**src/rtl/imem_loader_if.sv**
```systemverilog
// Byte-stream in, instruction-memory write bus out, plus CPU hold and load status.
// Latency: none of its own; it only bundles the signals.
// Backpressure: byte_ready throttles the byte stream; the write side cannot stall.
interface imem_loader_if;
  logic        start;
  logic [7:0]  byte_data;
  logic        byte_valid;
  logic        byte_ready;
  logic        wr_en;
  logic [31:0] wr_addr;
  logic [31:0] wr_data;
  logic        cpu_hold;
  logic        done;
  logic        error;

  // Loader side: consumes the stream and drives memory writes and status.
  modport master (
    input  start, byte_data, byte_valid,
    output byte_ready, wr_en, wr_addr, wr_data, cpu_hold, done, error
  );

  // Environment side: produces the stream and observes writes and status.
  modport slave (
    output start, byte_data, byte_valid,
    input  byte_ready, wr_en, wr_addr, wr_data, cpu_hold, done, error
  );
endinterface

```
**src/rtl/imem_loader.sv**
```systemverilog
// Loads a word-count header plus that many 32-bit words from a byte stream into instruction memory.
// Latency: last byte of a word accepted at t -> wr_en at t+1; done at t+2 after the final word.
// Backpressure: byte_ready high only while expecting header/data bytes; writes never stall the stream.
module imem_loader #(
  parameter logic [31:0] BASE_ADDR   = 32'h0040_0000,
  parameter int unsigned DEPTH_WORDS = 1024,
  parameter bit          BIG_ENDIAN  = 1'b1
) (
  input  logic          clk,
  input  logic          rst_n,
  imem_loader_if.master bus
);

  typedef enum logic [2:0] {
    ST_IDLE,
    ST_HDR,
    ST_DATA,
    ST_DONE,
    ST_ERR
  } state_t;

  state_t      state_q,      state_d;
  logic [1:0]  byte_idx_q,   byte_idx_d;
  logic [31:0] word_idx_q,   word_idx_d;
  logic [31:0] count_q,      count_d;
  logic [31:0] asm_q,        asm_d;
  logic        byte_ready_q, byte_ready_d;
  logic        wr_en_q,      wr_en_d;
  logic [31:0] wr_addr_q,    wr_addr_d;
  logic [31:0] wr_data_q,    wr_data_d;
  logic        cpu_hold_q,   cpu_hold_d;
  logic        done_q,       done_d;
  logic        error_q,      error_d;

  logic        xfer;
  logic [31:0] asm_next;

  assign xfer     = bus.byte_valid & byte_ready_q;
  // Header and data share one assembly register; byte order decides the shift direction.
  assign asm_next = BIG_ENDIAN ? {asm_q[23:0], bus.byte_data}
                               : {bus.byte_data, asm_q[31:8]};

  // Next-state and registered-output computation for the load sequencer.
  always_comb begin
    state_d      = state_q;
    byte_idx_d   = byte_idx_q;
    word_idx_d   = word_idx_q;
    count_d      = count_q;
    asm_d        = asm_q;
    byte_ready_d = byte_ready_q;
    wr_en_d      = 1'b0;
    wr_addr_d    = wr_addr_q;
    wr_data_d    = wr_data_q;
    cpu_hold_d   = cpu_hold_q;
    done_d       = done_q;
    error_d      = error_q;

    case (state_q)
      ST_IDLE, ST_DONE, ST_ERR: begin
        if (bus.start) begin
          state_d      = ST_HDR;
          byte_idx_d   = 2'd0;
          word_idx_d   = 32'd0;
          count_d      = 32'd0;
          asm_d        = 32'd0;
          byte_ready_d = 1'b1;
          cpu_hold_d   = 1'b1;
          done_d       = 1'b0;
          error_d      = 1'b0;
        end
      end

      ST_HDR: begin
        if (xfer) begin
          asm_d      = asm_next;
          byte_idx_d = byte_idx_q + 2'd1;
          if (byte_idx_q == 2'd3) begin
            count_d = asm_next;
            if (asm_next == 32'd0) begin
              // Empty image: release the CPU straight away.
              state_d      = ST_DONE;
              byte_ready_d = 1'b0;
              cpu_hold_d   = 1'b0;
              done_d       = 1'b1;
            end else if (asm_next > 32'(DEPTH_WORDS)) begin
              // Oversized image: refuse everything and keep the CPU parked.
              state_d      = ST_ERR;
              byte_ready_d = 1'b0;
              error_d      = 1'b1;
            end else begin
              state_d = ST_DATA;
            end
          end
        end
      end

      ST_DATA: begin
        if (word_idx_q == count_q) begin
          // Final write went out last cycle; finish now.
          state_d    = ST_DONE;
          cpu_hold_d = 1'b0;
          done_d     = 1'b1;
        end else if (xfer) begin
          asm_d      = asm_next;
          byte_idx_d = byte_idx_q + 2'd1;
          if (byte_idx_q == 2'd3) begin
            wr_en_d    = 1'b1;
            wr_data_d  = asm_next;
            wr_addr_d  = BASE_ADDR + (word_idx_q << 2);
            word_idx_d = word_idx_q + 32'd1;
            // Stop taking bytes once the last word is captured so nothing past the image is consumed.
            if (word_idx_q + 32'd1 == count_q) begin
              byte_ready_d = 1'b0;
            end
          end
        end
      end

      default: begin
        state_d      = ST_IDLE;
        byte_ready_d = 1'b0;
        cpu_hold_d   = 1'b0;
      end
    endcase
  end

  // State and output registers; reset aborts any load in progress.
  always_ff @(posedge clk or negedge rst_n) begin
    if (!rst_n) begin
      state_q      <= ST_IDLE;
      byte_idx_q   <= 2'd0;
      word_idx_q   <= 32'd0;
      count_q      <= 32'd0;
      asm_q        <= 32'd0;
      byte_ready_q <= 1'b0;
      wr_en_q      <= 1'b0;
      wr_addr_q    <= BASE_ADDR;
      wr_data_q    <= 32'd0;
      cpu_hold_q   <= 1'b0;
      done_q       <= 1'b0;
      error_q      <= 1'b0;
    end else begin
      state_q      <= state_d;
      byte_idx_q   <= byte_idx_d;
      word_idx_q   <= word_idx_d;
      count_q      <= count_d;
      asm_q        <= asm_d;
      byte_ready_q <= byte_ready_d;
      wr_en_q      <= wr_en_d;
      wr_addr_q    <= wr_addr_d;
      wr_data_q    <= wr_data_d;
      cpu_hold_q   <= cpu_hold_d;
      done_q       <= done_d;
      error_q      <= error_d;
    end
  end

  assign bus.byte_ready = byte_ready_q;
  assign bus.wr_en      = wr_en_q;
  assign bus.wr_addr    = wr_addr_q;
  assign bus.wr_data    = wr_data_q;
  assign bus.cpu_hold   = cpu_hold_q;
  assign bus.done       = done_q;
  assign bus.error      = error_q;

endmodule

```
**src/flat_wrapper.sv**
```systemverilog
// flat-port wrapper written by rule: the top's interface ports become plain ports
module imem_loader_flat 
#(
  parameter logic [31:0] BASE_ADDR   = 32'h0040_0000,
  parameter int unsigned DEPTH_WORDS = 1024,
  parameter bit          BIG_ENDIAN  = 1'b1
)
  (clk, rst_n, bus_start, bus_byte_data, bus_byte_valid, bus_byte_ready, bus_wr_en, bus_wr_addr, bus_wr_data, bus_cpu_hold, bus_done, bus_error);
  imem_loader_if bus_i ();
  input  logic clk;
  input  logic rst_n;
  input wire logic [$bits(bus_i.start)-1:0] bus_start;
  input wire logic [$bits(bus_i.byte_data)-1:0] bus_byte_data;
  input wire logic [$bits(bus_i.byte_valid)-1:0] bus_byte_valid;
  output wire logic [$bits(bus_i.byte_ready)-1:0] bus_byte_ready;
  output wire logic [$bits(bus_i.wr_en)-1:0] bus_wr_en;
  output wire logic [$bits(bus_i.wr_addr)-1:0] bus_wr_addr;
  output wire logic [$bits(bus_i.wr_data)-1:0] bus_wr_data;
  output wire logic [$bits(bus_i.cpu_hold)-1:0] bus_cpu_hold;
  output wire logic [$bits(bus_i.done)-1:0] bus_done;
  output wire logic [$bits(bus_i.error)-1:0] bus_error;
  assign bus_i.start = bus_start;
  assign bus_i.byte_data = bus_byte_data;
  assign bus_i.byte_valid = bus_byte_valid;
  assign bus_byte_ready = bus_i.byte_ready;
  assign bus_wr_en = bus_i.wr_en;
  assign bus_wr_addr = bus_i.wr_addr;
  assign bus_wr_data = bus_i.wr_data;
  assign bus_cpu_hold = bus_i.cpu_hold;
  assign bus_done = bus_i.done;
  assign bus_error = bus_i.error;
  imem_loader #(.BASE_ADDR(BASE_ADDR), .DEPTH_WORDS(DEPTH_WORDS), .BIG_ENDIAN(BIG_ENDIAN)) u_core (.clk(clk), .rst_n(rst_n), .bus(bus_i));
endmodule
```
**config.mk**
```make
export PLATFORM = sky130hd
export DESIGN_NAME = imem_loader_flat
export DESIGN_NICKNAME = d
export VERILOG_FILES = /design/src/rtl/imem_loader_if.sv /design/src/rtl/imem_loader.sv /design/src/flat_wrapper.sv
export SDC_FILE = /design/constraint.sdc
export NUM_CORES = 1
export LEC_CHECK = 0
export CELL_PAD_IN_SITES_DETAIL_PLACEMENT = 1
export CELL_PAD_IN_SITES_GLOBAL_PLACEMENT = 1
export CORE_UTILIZATION = 44
export DETAILED_ROUTE_END_ITERATION = 16
export MAX_ROUTING_LAYER = met4
export PLACE_DENSITY = 0.81
export SYNTH_ARGS = -nofsm -noshare
export SYNTH_HDL_FRONTEND = slang
export SYNTH_SLANG_ARGS = --single-unit
```
**constraint.sdc**
```tcl
create_clock -name clk -period 3.5 [get_ports clk]
set_clock_uncertainty 0.15 [all_clocks]
set_input_delay 0.525 -clock clk [delete_from_list [all_inputs] [get_ports clk]]
set_output_delay 0.525 -clock clk [all_outputs]
set_load 0.005 [all_outputs]
```
* After elaboration in Yosys (flattened, before gate mapping)
Cells that the tools add are included.
Widths: inputs -> output; s select.
** Storage, ports and cells
- Output and inout port bits :: 69
- Input port bits :: 12
- Flip-flop bits (word level) :: 170
- Logic and storage cells :: 104
** Cells by class
- Eq/ne operators :: 19
- Bitwise logic cells :: 2
- Magnitude comparators :: 1
- Add/sub/neg operators :: 3
- Reduce and logical (&&, ||, !) cells :: 15
- Mux-type cells :: 52
** Operators by type and width (number)
- $mux 32 :: 8
- $pmux 32 s2 :: 2
- $pmux 32 s3 :: 1
- $eq 32x32->1 :: 2
- $add 23x32->32 const A :: 1
- $add 32x1->32 const B :: 1
- $gt 32x11->1 const B :: 1
- $logic_not 32->1 :: 1
- $mux 1 :: 26
- $mux 3 :: 6
- $ne 2x1->1 const B :: 8
- $reduce_and 4->1 :: 3
- $reduce_and 6->1 :: 2
- $reduce_and 5->1 :: 2
- $pmux 1 s3 :: 3
- $pmux 3 s3 :: 1
- $reduce_and 8->1 :: 1
- $eq 3x2->1 const B :: 2
- $mux 2 :: 3
- $ne 2x2->1 const B :: 3
- $pmux 2 s3 :: 1
- $reduce_bool 2->1 :: 2
- $eq 3x1->1 const B :: 1
- $eq 3x3->1 const B :: 1
- other kinds (10) :: 10

* Logic depth before layout (Yosys ltp)
- Word-level depth :: 7
- Mapped depth :: 12
- Mapped depth without buffers :: 9

* Worst setup path after synthesis
Ideal clock, no wire load.
- Path type :: register -> register
- Start :: register u_core.word_idx_q[0]
- End :: register u_core.byte_ready_q, in the netlist u_core.bus.byte_ready
- Arrival :: 2780 ps
- Period minus slack after synthesis :: 3063 ps
- Cell stages (with the launch flop) :: 10
- Slack :: 437 ps
- Buffers on the path :: 0
- Data required time :: 3217 ps
- Library setup time :: 133 ps
- Cell sequence :: dfrtp_1 > ha_1 > nand3_1 > nor4_1 > and2_1 > xnor2_1 > nand4_1 > or4_1 > nor4_1 > o211ai_1
** Between the ends
- Cells in the longest elaborated chain, start to end :: 4
- Elaborated cells on any way between the ends :: 6
- Those cells by class :: add/sub: 1; eq/ne: 4; reduce/logical: 1
** RTL lines
- start, declared :: RTL line imem_loader.sv:24 : logic [31:0] word_idx_q, word_idx_d;
- start signal, assigned :: RTL line imem_loader.sv:145 : word_idx_q <= word_idx_d;
- $add 32x1->32 :: RTL line imem_loader.sv:112 : if (word_idx_q + 32'd1 == count_q) begin
- $eq 32x32->1 :: RTL line imem_loader.sv:112
- $ne 2x1->1 (no line)
- $reduce_and 8->1 (no line) *
- end signal, assigned :: RTL line imem_loader.sv:148 : byte_ready_q <= byte_ready_d;
- end, declared :: RTL line imem_loader.sv:27 : logic byte_ready_q, byte_ready_d;
Mark *: on every way between the ends. The rest lies on a longest branch, timed or not.
A chain may end at the register's enable or synchronous reset.

* Worst setup path in the final report
Same ends and word-level chain as after synthesis.

==> impl_metrics.tcl <==
set metrics [dict create \
    outcome "finished, violations left" \
    violations "hold timing" \
    pre_cts_ws_ns 0.2712 \
    ant_nets 0 \
    pin_count 81 \
    use_met1_pct 35.91 \
    clock_latency_ns 0.43 \
    drive_above_1_share_pct 7.294 \
    wl_per_cell_um 19.46 \
    antenna_found_initial 0 \
    r2r.worst_path.cells 10 \
    max_slew.worst_pin.slew_ns 0.9697 \
    setup-tns-final_ns 0 \
    grt_use_met2_pct 42.89 \
    io_buffers 78 \
    grt_util_met3_pct 3.889 \
    nets 949 \
    synth_top_cell_area_share_pct 49.69 \
    grt_pass1_vias 6738 \
    timing.rr.end "u_core.bus.byte_ready$_DFFE_PN0P_" \
    p_per_area_mw_per_mm2 557.6 \
    finalWorstSetupSlack_ns 0.2199 \
    cts_sinks 160 \
    core_area_mm2 0.01754 \
    fin_util_pct 54.78 \
    ir_drop_mv 0.3943 \
    die_y_um 136.9 \
    cts_resized 0 \
    fillers 1993 \
    cts.clk_slew.worst_paths_ns 0.07 \
    ys_seq_area_share_pct 50.02 \
    crit_required_ns 3.65 \
    gp_congestion 0.8412 \
    timing.hold.ws_ns -0.001649 \
    synth_top_family_by_area "simple AND/OR/NAND/NOR gates" \
    drv_cap 0 \
    num_vias 6684 \
    instances_no_fill 1171 \
    drt_iter0_markers 388 \
    cp_max_fo 7 \
    worstSetupEndpoint "u_core.bus.byte_ready$_DFFE_PN0P_" \
    cts_setup_buffers 0 \
    maxSlewHeadroom_pct 35.20 \
    dp_cells 1140 \
    synth-simple-area-share_pct 23.59 \
    slowest_stage "dfrtp_1" \
    end_kind "register" \
    top_usage_layer "met2" \
    synth-compound-area-share_pct 14.48 \
    drc 0 \
    synth-xor-area-share_pct 6.125 \
    ys_seq_elements 160 \
    fmax_mhz 304.9 \
    cts-htree-levels 4 \
    critPathMaxStageDelay_ns 0.51 \
    leakagePower_nw 4.451 \
    first_pass_iters 5 \
    die_x_um 136.9 \
    viasPerCell 5.708 \
    cts_root_buf "clkbuf_16" \
    r2r-start "u_core.word_idx_q[0]$_DFFE_PN0P_" \
    grt_overflow 0 \
    grt_usage_pct 27.08 \
    finalSetupViolations 0 \
    r2r_setup_slack_ns 0.22 \
    min_path_type "in2async" \
    grt_pass1_wl_mm 37.40 \
    critPathArrivalTime_ns 3.43 \
    fin_crit_ns 3.280 \
    grt_max_degree 85 \
    drv_slew 0 \
    yosysWarnings 0 \
    netlist_area_mm2 0.008008 \
    start_kind "register" \
    synth.area.top_cells "dfrtp_1 50%, nand2_1 11%, a22o_1 5.0%" \
    grt_setup_unrepaired "no" \
    cp_common_cell "nor4_1" \
    hold_viol 2 \
    start_util_pct 45.66 \
    async_reset_ff_share_pct 100.0 \
    fp-row-count 48 \
    area_delta_synth_final_pct 19.97 \
    die_area_mm2 0.01874 \
    yosys.area.top_type "dfrtp_1" \
    routed_wl_mm 22.79 \
    cts-buffers-inserted 17 \
    crit_start "u_core.word_idx_q[0]$_DFFE_PN0P_" \
    critPathKind "reg2reg" \
    crit_chain "ha_1 > nand3_1 > nor4_1 > buf_4 > and2_1 > xnor2_1 > nand4_1 > or4_1 > nor4_1 > o211ai_1" \
    synth-main-ff-cell "dfrtp_1" \
    cts_tree "built" \
    yosys.area_share.adder_pct 0.4688 \
    antennaDiodeCount 0 \
    yosysUniqueCellTypes 59 \
    synth_edf_count 0 \
    cts_buffer_depth 2 \
    synthMuxAreaShare_pct 0.7500 \
    avgSynthCellArea_um2 9.018 \
    dp_hpwl_mm 15.18 \
    synthCells 888 \
    period_share_pct 93.72 \
    hold_buffers 0 \
]
-- sequential cells by signal, indices dropped and copies added, names as in the netlist, 2 cells and up --
name,cells
u_core.asm_q,24
u_core.bus.wr_addr,30
u_core.bus.wr_data,32
u_core.byte_idx_q,2
u_core.count_q,32
u_core.state_q,3
u_core.word_idx_q,32
-- critical path, delay by kind of cell (launching register included) --
family,cells,cell delay (ns)
and+or+nand+nor,6,1.64
DFF,1,0.51
adders and majority gates,1,0.34
buffers and inverters,1,0.23
xor gates and xnor gates,1,0.17
AOI/OAI and AO/OA,1,0.11
-- synth_stat cells (2+ instances only) --
| library cell | number |
|---|---|
| dfrtp_1 | 159 |
| nand3_1 | 48 |
| mux2i_1 | 6 |
| buf_4 | 4 |
| o21ai_0 | 56 |
| o211ai_1 | 3 |
| nand2_1 | 233 |
| nor2b_1 | 7 |
| a31oi_1 | 5 |
| xnor2_1 | 34 |
| clkbuf_1 | 40 |
| and2_1 | 5 |
| o21ai_1 | 10 |
| nand4_1 | 10 |
| nor3_1 | 22 |
| inv_1 | 7 |
| a22o_1 | 46 |
| or2_2 | 2 |
| nor2_1 | 20 |
| a21oi_2 | 2 |
| o21bai_1 | 2 |
| ha_1 | 3 |
| a21o_1 | 4 |
| and3_1 | 12 |
| buf_2 | 28 |
| or4_1 | 7 |
| or3_1 | 3 |
| a21oi_1 | 21 |
| nor4_1 | 16 |
| o31ai_1 | 10 |
| o21a_1 | 3 |
| xor2_1 | 22 |
| nand2b_1 | 11 |
| o41ai_1 | 2 |
-- worst min path at each step --
stage                                       start                                  to  cells after the start
2_1_floorplan                               rst_n         u_core.asm_q[0]$_DFFE_PN0P_                      0
3_3_place_gp   u_core.bus.wr_addr[18]$_DFFE_PN0P_  u_core.bus.wr_addr[18]$_DFFE_PN0P_                      2
3_5_place_dp   u_core.bus.wr_data[11]$_DFFE_PN0P_  u_core.bus.wr_data[11]$_DFFE_PN0P_                      2
4_1_cts                                     rst_n  u_core.bus.wr_addr[15]$_DFFE_PN0P_                      1
5_1_grt                                     rst_n  u_core.bus.wr_addr[15]$_DFFE_PN0P_                      1
6_report                                    rst_n    u_core.word_idx_q[7]$_DFFE_PN0P_                      1
-- layout make-up --
cell class	count	area, µm²	area share [%]
sequential	160	4005	41.69
multi-input combinational	648	3657	38.07
timing repair buffer	99	989.7	10.30
clock buffer	20	466.7	4.858
tap	225	281.5	2.930
clock inverter	11	176.4	1.836
inverter	8	30.03	0.3126
-- cells by family after synthesis --
logic type	count (synthesis)
AOI/OAI and AO/OA	174
muxes	6
xor gates and xnor gates	56
DFF	160
other	1
adders and majority gates	3
and+or+nand+nor	407
buffers and inverters	81
-- stage by stage --
stage / area [µm²] / total power [mW]
global route: 9607 / 5.589
floorplan: 8011 / 2.860
global placement: 8964 / 3.284
CTS: 9607 / 5.382
finish: 9607 / 5.357
detailed placement: 8964 / 3.326
-- layout by cell type (no fill, tap or decap), types with 3 or more instances in the layout --
cell               n
o31ai_1           10
a22o_1            46
nor2_1            20
a21oi_1           20
or4_1              7
nand4_1           10
bufinv_16          4
inv_6              3
and2_1             5
clkdlybuf4s50_1   77
nor2b_1            7
or3_1              3
xor2_1            22
xnor2_1           34
or2_2              3
clkbuf_8           3
nor4_1            16
a21o_1             4
clkbuf_16         17
dfrtp_1          159
and3_1            12
a21oi_2            3
o21a_1             3
nor3_1            21
mux2i_1            6
nand2b_1          11
nand2_1          233
o21ai_1            9
ha_1               3
buf_12             4
buf_4             17
o21ai_0           56
inv_1              7
o211ai_1           3
nand3_1           48
a31oi_1            5
-- report_power, final --
| group | internal (mW) | switching [mW] | total, mW |
|---|---|---|---|
| Clock | 1.26 | 0.791 | 2.05 |
| Sequential | 1.99 | 0.238 | 2.22 |
| Combinational | 0.354 | 0.732 | 1.09 |
| Total | 3.60 | 1.76 | 5.36 |
-- per-layer routing --
metal	up-vias	wire length, µm
met2	154	10960
met5	-	0
met4	0	381
met1	3362	10630
met3	32	807
li1	3136	-
No activity file was read; power rests on OpenSTA's default activity.
